$ cat src/rtl/pipelined_adder_pkg.sv
// Shared types and helpers for the pipelined add/subtract unit.
// Saturation constants are only consumed when PIPELINED_ADDER_SAT_EN is defined.
package pipelined_adder_pkg;

  typedef enum logic {
    OP_ADD = 1'b0,
    OP_SUB = 1'b1
  } op_e;

  localparam int unsigned MAX_W = 256;

  function automatic int unsigned slice_width(input int unsigned width, input int unsigned stages);
    return (stages == 0) ? width : width / stages;
  endfunction

  // Most positive signed value of the given width, zero-extended to MAX_W.
  function automatic logic [MAX_W-1:0] sat_max(input int unsigned width);
    logic [MAX_W-1:0] r;
    r = '0;
    for (int unsigned i = 0; i + 1 < width; i++) r[i] = 1'b1;
    return r;
  endfunction

  // Most negative signed value of the given width, zero-extended to MAX_W.
  function automatic logic [MAX_W-1:0] sat_min(input int unsigned width);
    logic [MAX_W-1:0] r;
    r = '0;
    r[width-1] = 1'b1;
    return r;
  endfunction

endpackage

$ cat src/rtl/adder_slice.sv
// Combinational SW-bit ripple slice built from chained full-adder cells.
module adder_slice #(
  parameter int unsigned SW = 8
) (
  input  logic [SW-1:0] a_s,
  input  logic [SW-1:0] b_s,
  input  logic          ci,
  output logic [SW-1:0] s_s,
  output logic          co
);

  logic [SW:0] c;

  always_comb begin
    c    = '0;
    s_s  = '0;
    c[0] = ci;
    for (int unsigned i = 0; i < SW; i++) begin
      s_s[i]  = a_s[i] ^ b_s[i] ^ c[i];
      c[i+1]  = (a_s[i] & b_s[i]) | (c[i] & (a_s[i] ^ b_s[i]));
    end
    co = c[SW];
  end

endmodule

$ cat src/rtl/pipelined_adder.sv
// Pipelined two's-complement add/subtract: one SW-bit slice resolved per stage.
// Optional saturation (sat port + clamp) is enabled by PIPELINED_ADDER_SAT_EN.
module pipelined_adder
  import pipelined_adder_pkg::*;
#(
  parameter int unsigned WIDTH  = 32,
  parameter int unsigned STAGES = 4
) (
  input  logic             clk,
  input  logic             reset_n,
  input  logic             in_valid,
  output logic             in_ready,
  input  logic [WIDTH-1:0] a,
  input  logic [WIDTH-1:0] b,
  input  logic             sub,
  input  logic             cin,
`ifdef PIPELINED_ADDER_SAT_EN
  input  logic             sat,
`endif
  output logic             out_valid,
  input  logic             out_ready,
  output logic [WIDTH-1:0] sum,
  output logic             cout,
  output logic             overflow
);

  localparam int unsigned SW = slice_width(WIDTH, STAGES);

  if (STAGES < 1 || STAGES > WIDTH) begin : g_bad_stages
    $error("pipelined_adder: STAGES must be in 1..WIDTH");
  end else if (WIDTH % STAGES != 0) begin : g_bad_split
    $error("pipelined_adder: WIDTH must be a multiple of STAGES");
  end

`ifdef PIPELINED_ADDER_SAT_EN
  localparam logic [WIDTH-1:0] SAT_MAX = WIDTH'(sat_max(WIDTH));
  localparam logic [WIDTH-1:0] SAT_MIN = WIDTH'(sat_min(WIDTH));
`endif

  typedef struct packed {
    logic             valid;
    logic             carry;
    logic             ovf;
    logic             a_msb;
    logic             b_msb;
`ifdef PIPELINED_ADDER_SAT_EN
    logic             sat;
`endif
    logic [WIDTH-1:0] done;
    logic [WIDTH-1:0] op_a;
    logic [WIDTH-1:0] op_b;
  } stage_t;

  stage_t           stage_q [STAGES];
  stage_t           stage_d [STAGES];
  stage_t           head;
  logic [SW-1:0]    sl_a    [STAGES];
  logic [SW-1:0]    sl_b    [STAGES];
  logic [SW-1:0]    sl_s    [STAGES];
  logic             sl_ci   [STAGES];
  logic             sl_co   [STAGES];
  op_e              op;
  logic [WIDTH-1:0] b_eff;
  logic             c0;
  logic             stall;

  assign op        = sub ? OP_SUB : OP_ADD;
  assign out_valid = stage_q[STAGES-1].valid;
  assign sum       = stage_q[STAGES-1].done;
  assign cout      = stage_q[STAGES-1].carry;
  assign overflow  = stage_q[STAGES-1].ovf;
  assign stall     = out_valid & ~out_ready;
  assign in_ready  = ~stall;

  always_comb begin
    b_eff      = (op == OP_SUB) ? ~b : b;
    c0         = (op == OP_SUB) ? 1'b1 : cin;
    head       = '0;
    head.valid = in_valid;
    head.carry = c0;
    head.a_msb = a[WIDTH-1];
    head.b_msb = b_eff[WIDTH-1];
`ifdef PIPELINED_ADDER_SAT_EN
    head.sat   = sat;
`endif
    head.op_a  = a;
    head.op_b  = b_eff;
  end

  for (genvar k = 0; k < STAGES; k++) begin : g_stage
    if (k == 0) begin : g_first
      assign sl_a[k]  = a[SW-1:0];
      assign sl_b[k]  = b_eff[SW-1:0];
      assign sl_ci[k] = c0;
    end else begin : g_next
      assign sl_a[k]  = stage_q[k-1].op_a[k*SW +: SW];
      assign sl_b[k]  = stage_q[k-1].op_b[k*SW +: SW];
      assign sl_ci[k] = stage_q[k-1].carry;
    end

    adder_slice #(.SW(SW)) u_slice (
      .a_s (sl_a[k]),
      .b_s (sl_b[k]),
      .ci  (sl_ci[k]),
      .s_s (sl_s[k]),
      .co  (sl_co[k])
    );
  end

  // Each stage copies its predecessor and fills in its own slice; the last
  // stage also resolves overflow (and the clamp) so outputs come straight from flops.
  always_comb begin
    stage_t cur;
    cur     = '0;
    stage_d = stage_q;
    for (int unsigned k = 0; k < STAGES; k++) begin
      if (k == 0) cur = head;
      else        cur = stage_q[k-1];
      cur.done[k*SW +: SW] = sl_s[k];
      cur.carry            = sl_co[k];
      if (k == STAGES - 1) begin
        cur.ovf = (cur.a_msb == cur.b_msb) && (cur.done[WIDTH-1] != cur.a_msb);
`ifdef PIPELINED_ADDER_SAT_EN
        if (cur.sat && cur.ovf) cur.done = cur.a_msb ? SAT_MIN : SAT_MAX;
`endif
      end
      if (!stall) stage_d[k] = cur;
    end
  end

  always_ff @(posedge clk or negedge reset_n) begin
    if (!reset_n) begin
      for (int unsigned k = 0; k < STAGES; k++) stage_q[k] <= '0;
    end else begin
      for (int unsigned k = 0; k < STAGES; k++) stage_q[k] <= stage_d[k];
    end
  end

endmodule

$ cat config.mk
export PLATFORM = sky130hd
export DESIGN_NAME = pipelined_adder
export DESIGN_NICKNAME = d
export VERILOG_FILES = /design/src/rtl/pipelined_adder_pkg.sv /design/src/rtl/adder_slice.sv /design/src/rtl/pipelined_adder.sv
export SDC_FILE = /design/constraint.sdc
export NUM_CORES = 1
export LEC_CHECK = 0
export CORE_AREA = 2 2 123 148
export DETAILED_ROUTE_END_ITERATION = 10
export DIE_AREA = 0 0 125 150
export PLACE_DENSITY = 0.71
export SLEW_MARGIN = 20
export SYNTH_ARGS = -nofsm -noshare
export SYNTH_HDL_FRONTEND = slang
export SYNTH_SLANG_ARGS = --single-unit
$ cat constraint.sdc
create_clock -name clk -period 4.9 [get_ports clk]
set_input_delay 0.98 -clock clk [delete_from_list [all_inputs] [get_ports clk]]
set_output_delay 0.98 -clock clk [all_outputs]
set_load 0.005 [all_outputs]
==> results.json, run 1 <==
{
  "die_w_um": 125,
  "grt_most_used_layer": "met2",
  "grt_pass1_vias": 4648,
  "use_met3_pct": 3.79,
  "async_reset_ff_share_pct": 100,
  "slew_headroom_pct": 51.3,
  "finalCritPeriodShare_pct": 95.4,
  "fin_hold_ws_ns": 0.456,
  "root_buffer": "clkbuf_16",
  "path_clk_slew_ns": 0.06,
  "seq_power_share_pct": 43.3,
  "stdcell_count": 849,
  "worst_pin_slew_ns": 0.730,
  "core_area_sq_mm": 0.0174,
  "setup_slack_ns": 0.225,
  "yosys_warnings": 0,
  "drive_above_1_share_pct": 32.9,
  "clk_latency_ns": 0.42,
  "p_comb_share_pct": 34.5,
  "hold_path_class": "register to register",
  "grt_remaining_overflow": 0,
  "cts.sinks": 185,
  "post_cts_buffers": 0,
  "syn_inst": 544,
  "synth_nets": 647,
  "antenna_found_initial": 0,
  "swShare_pct": 28.5,
  "synthFlopType": "dfrtp_1",
  "io_buffers": 105,
  "detail-route-antenna-nets": 0,
  "drc_errors": 0,
  "p_int_mw": 4.31,
  "post-place-ws_ns": -0.218,
  "pwr-share-clk_pct": 22.2,
  "p_per_area_mw_per_mm2": 610,
  "yosysTopAreaCell": "dfrtp_1",
  "cts-resized-gates": 0,
  "worst_path_max_delay_cell": "clkdlybuf4s50_1",
  "die_h_um": 150,
  "hpwl_um": 9290,
  "grt_max_degree": 90,
  "cts_max_level": 4,
  "n_antenna_cell": 0,
  "cap_violations": 0,
  "cts.hold.buffers_added": 0,
  "irDropWorstVdd_mv": 0.247,
  "synth_area_sq_mm": 0.00834,
  "cp_cell_sequence": "clkdlybuf4s50_1 > xnor2_1 > fa_1 > inv_1 > fa_1 > inv_1 > fa_1 > fa_1 > fa_1 > fa_1 > fa_1 > inv_1 > fa_1 > mux2_2",
  "final-setup-viol-count": 0,
  "via_count": 4242,
  "gp_congestion": 0.749,
  "skew_ns": 0.00813,
  "p_total_mw": 6.03,
  "syn2layout_area_growth_pct": 18.6,
  "grt_use_met1_pct": 19.1,
  "synthTopCellsByArea": "dfrtp_1 (56%), mux2_2 (18%), fa_1 (7.7%), mux2_4 (5.4%), buf_4 (3.8%)",
  "nets": 719,
  "first_pass_iters": 3,
  "cts_buffer_depth": 2,
  "final_common_cell": "dfrtp_1",
  "wl_um": 13900,
  "yosys.area.top_type_share_pct": 55.5,
  "via_per_inst": 5.00,
  "hold_viol": 0,
  "rsz0062_at_grt": "no",
  "synth-edff-count": 0,
  "wl_per_cell_um": 16.3,
  "max_freq_ghz": 0.214,
  "arrival_ns": 4.98,
  "min_period_ns": 4.68,
  "p_leak_nw": 4.26,
  "cts_tree": "yes",
  "die_area_sq_mm": 0.0188,
  "cpPeakStageDelay_ns": 0.42,
  "avgSynthCellArea_sq_um": 15.3,
  "required_ns": 5.20,
  "path_max_fanout": 1,
  "use_met2_pct": 27.8,
  "grtUsageTotal_pct": 15.9,
  "ys_seq_elements": 185,
  "initial_core_util_pct": 48.0,
  "cts_inserted_buffers": 17,
  "finish.utilization_pct": 56.9,
  "grt_pass1_wl_um": 23100,
  "drt-initial-drc-count": 148,
  "io_pins": 106,
  "cp-end-kind": "register",
  "place_inst": 817,
  "slew_viol_final": 0,
  "num_rows": 53,
  "crit_path_frequent_cell": "fa_1",
  "crit_type": "input port to register",
  "status": "finished, final reports clean",
  "seq_area_frac_synth_pct": 55.5,
  "final_cell_mix": "dfrtp_1 (185), mux2_2 (136), clkdlybuf4s50_1 (103)",
  "netSwitchingPower_mw": 1.72,
  "cp-start-kind": "input port",
  "synth_cell_types": 21
}
[power by group through the flow]
stage / clock [mW] / sequential (mW) / combinational, mW
5_1_grt: 1.44 / 2.72 / 2.33
6_report: 1.34 / 2.61 / 2.08
3_5_place_dp: 0 / 2.65 / 2.13
2_1_floorplan: 0 / 2.51 / 1.69
4_1_cts: 1.37 / 2.63 / 2.15
3_3_place_gp: 0 / 2.62 / 2.04
[stage by stage]
| stage | setup TNS, ns | instance area (sq um) |
|---|---|---|
| after floorplan | 0 | 8340 |
| after global placement | -0.130 | 9310 |
| after detailed placement | -0.218 | 9310 |
| after CTS | 0 | 9890 |
| after global routing | 0 | 9890 |
| final | 0 | 9890 |
[path summary, 6_finish.rpt]
kind | start | to | slack [ns] | cells past startpoint
min in group asynchronous | reset_n | stage_q[229] | 0.59 | 1
worst max-delay path | b[0] | stage_q[374] | 0.22 | 14
worst min register to register | stage_q[201] | out_valid | 0.46 | 1
worst min-delay path | stage_q[201] | out_valid | 0.46 | 1
max in group asynchronous | reset_n | overflow | 3.11 | 2
worst max register to register | sl_ci[1] | stage_q[188] | 0.71 | 12
[flip-flops by register name, indices dropped and copies added (netlist names)]
name,count
sl_ci,3
sum,32
stage_q,101
overflow,1
cout,1
sl_b,23
sl_a,23
out_valid,1
[synthesized netlist by cell type (5+ instances only)]
cell type	count
dfrtp_1	185
xnor2_1	8
buf_2	10
mux2_2	136
xor2_1	25
buf_6	5
nor3b_1	15
mux2_4	30
inv_1	30
buf_4	42
fa_1	32
a21oi_1	15
[worst max-delay path, delay by kind of cell]
| family | cells | cell delay [ns] |
|---|---|---|
| adder cells (fa/ha/maj) | 8 | 2.93 |
| buffers and inverters | 4 | 0.65 |
| multiplexers | 1 | 0.27 |
| XOR/XNOR | 1 | 0.15 |
[routing by layer]
metal,vias to the layer above,part of all wire (%)
li1,1930,-
met1,2228,42
met2,64,53
met3,20,3.1
met4,0,1.9
met5,-,0
[cell type report]
| class | instances | area [sq um] |
|---|---|---|
| fillers | 1415 | 7480 |
| flip-flops and latches | 185 | 4630 |
| clock buffers | 21 | 460 |
| clock inverters | 11 | 121 |
| inverters | 31 | 119 |
| well taps | 220 | 275 |
| repair buffers | 112 | 1110 |
| multi-input cells | 269 | 3170 |
[kinds of logic (layout without fill, tap and decap cells)]
logic type / after synthesis / after routing / synth area share (%)
compound gates: 16 / 16 / 0.990
xor+xnor: 33 / 33 / 3.47
fa+ha+maj: 33 / 33 / 7.83
buf+inv: 90 / 175 / 6.54
flops: 185 / 185 / 55.5
mux: 168 / 168 / 24.0
simple gates: 19 / 19 / 1.67
Note: power is estimated with default switching activity, not from simulation.
==> run 2: changes to the inputs <==
- CORE_AREA: 2 2 123 148 -> 2 2 114 160
- CTS_CLUSTER_DIAMETER: not set -> 150
- DIE_AREA: 0 0 125 150 -> 0 0 116 162
==> results.json, run 2 (synthesized netlist as in run 1, its figures left out) <==
{
  "wl_per_cell_um": 16.5,
  "num_rows": 57,
  "die_w_um": 116,
  "cts.sinks": 185,
  "final_common_cell": "dfrtp_1",
  "cts_inserted_buffers": 17,
  "arrival_ns": 4.94,
  "cts-resized-gates": 0,
  "reg2reg_depth": 12,
  "hold_path_class": "register to register",
  "p_per_area_mw_per_mm2": 616,
  "grt_max_degree": 116,
  "via_per_inst": 4.87,
  "fillers": 1435,
  "worst_pin_slew_ns": 0.900,
  "io_pins": 106,
  "p_leak_nw": 4.27,
  "min_to": "out_valid",
  "cts_max_level": 4,
  "post_cts_buffers": 0,
  "fin_hold_ws_ns": 0.459,
  "cts.hold.buffers_added": 0,
  "cts_tree": "yes",
  "hold_viol": 0,
  "holdCritStartpoint": "stage_q[201]",
  "path_max_fanout": 1,
  "final-setup-viol-count": 0,
  "antenna_found_initial": 0,
  "status": "finished, final reports clean",
  "p_comb_share_pct": 34.4,
  "nets": 721,
  "crit_type": "input port to register",
  "rsz0062_at_grt": "no",
  "grt_pass1_vias": 4588,
  "grt_use_met1_pct": 20.8,
  "seq_power_share_pct": 42.4,
  "die_h_um": 162,
  "grt_remaining_overflow": 0,
  "detail-route-antenna-nets": 0,
  "slew_viol_final": 0,
  "path_clk_slew_ns": 0.07,
  "r2r_end": "stage_q[188]",
  "drive_above_1_share_pct": 33.0,
  "final_cell_mix": "dfrtp_1 (185), mux2_2 (136), clkdlybuf4s50_1 (103)",
  "r2r_start": "sl_ci[1]",
  "hold_depth": 1,
  "skew_ns": 0.0139,
  "hpwl_um": 9500,
  "wl_um": 14300,
  "use_met2_pct": 28.7,
  "grt_most_used_layer": "met2",
  "stdcell_area_sq_mm": 0.00995,
  "swShare_pct": 28.8,
  "max_freq_ghz": 0.215,
  "initial_core_util_pct": 48.3,
  "via_count": 4219,
  "grtUsageTotal_pct": 16.4,
  "r2r_slack_ns": 0.71,
  "gp_congestion": 0.743,
  "core_area_sq_mm": 0.0173,
  "cts_buffer_depth": 2,
  "min_period_ns": 4.64,
  "use_met3_pct": 3.13,
  "pwr-share-clk_pct": 23.2,
  "netSwitchingPower_mw": 1.76,
  "clk_latency_ns": 0.42,
  "p_int_mw": 4.36,
  "first_pass_iters": 4,
  "finalCritPeriodShare_pct": 94.7,
  "syn2layout_area_growth_pct": 19.3,
  "cp-end-kind": "register",
  "cp-start-kind": "input port",
  "root_buffer": "clkbuf_16",
  "grt_pass1_wl_um": 23600,
  "irDropWorstVdd_mv": 0.241,
  "place_area_sq_mm": 0.00934,
  "io_buffers": 105,
  "top_register": "stage_q",
  "required_ns": 5.20,
  "drc_errors": 0,
  "die_area_sq_mm": 0.0188,
  "largest_reg_flops": 101,
  "n_antenna_cell": 0,
  "cap_violations": 0,
  "p_total_mw": 6.13,
  "drt-initial-drc-count": 170,
  "slew_headroom_pct": 40.0
}
## run 2: changes by cell type in the layout (fill, tap and decap cells not counted), sizes merged
| cell | previous run | this run |
|---|---|---|
| inv | 32 | 36 |
| buf | 8 | 10 |
| bufinv | 2 | 3 |
| clkbuf | 22 | 21 |
| clkinv | 6 | 1 |
## run 2: critical path, stage by stage
cell	delay [ns]
clkdlybuf4s50_1	0.42
xnor2_1	0.14
fa_1	0.40
inv_1	0.09
fa_1	0.16
inv_1	0.05
fa_1	0.41
fa_1	0.39
fa_1	0.40
fa_1	0.40
fa_1	0.36
inv_1	0.08
fa_1	0.40
mux2_2	0.26
## run 2: area by class of cell
class / count / area (sq um) / area share, %
Multi-Input combinational cell: 269 / 3170 / 31.9
Tap cell: 236 / 295 / 2.97
Timing Repair Buffer: 114 / 1130 / 11.4
Sequential cell: 185 / 4630 / 46.5
Clock buffer: 20 / 447 / 4.49
Inverter: 31 / 119 / 1.19
Clock inverter: 11 / 160 / 1.61
## run 2: how the worst max path moves through the flow
stage / start / to / slack [ns] / cells past startpoint
6_report: b[0] / stage_q[374] / 0.26 / 14
4_1_cts: b[0] / stage_q[374] / 0.25 / 14
5_1_grt: b[0] / stage_q[374] / 0.04 / 14
3_5_place_dp: b[0] / stage_q[374] / -0.18 / 14
3_3_place_gp: b[0] / stage_q[374] / -0.17 / 14
2_1_floorplan: sub / stage_q[374] / 0.05 / 15
## run 2: layer usage
metal	part of all wire, %	vias up
met2	54	65
met1	43	2218
li1	-	1923
met5	0	-
met4	1.1	0
met3	2.8	13
## run 2: power by group through the flow
stage / combinational (mW) / clock [mW] / sequential, mW
5_1_grt: 2.35 / 1.52 / 2.69
2_1_floorplan: 1.69 / 0 / 2.51
3_3_place_gp: 2.06 / 0 / 2.60
6_report: 2.11 / 1.42 / 2.60
3_5_place_dp: 2.16 / 0 / 2.63
4_1_cts: 2.18 / 1.45 / 2.61
## run 2: per-stage QoR
stage | util [%] | setup TNS (ns) | std cells | setup slack (ns)
after floorplan | - | 0 | 544 | 0.0522
after global placement | 54.1 | -0.168 | 835 | -0.168
after detailed placement | 54.1 | -0.178 | 835 | -0.178
after CTS | 57.7 | 0 | 866 | 0.255
after global routing | 57.7 | 0 | 866 | 0.0443
final | 57.7 | 0 | 866 | 0.259
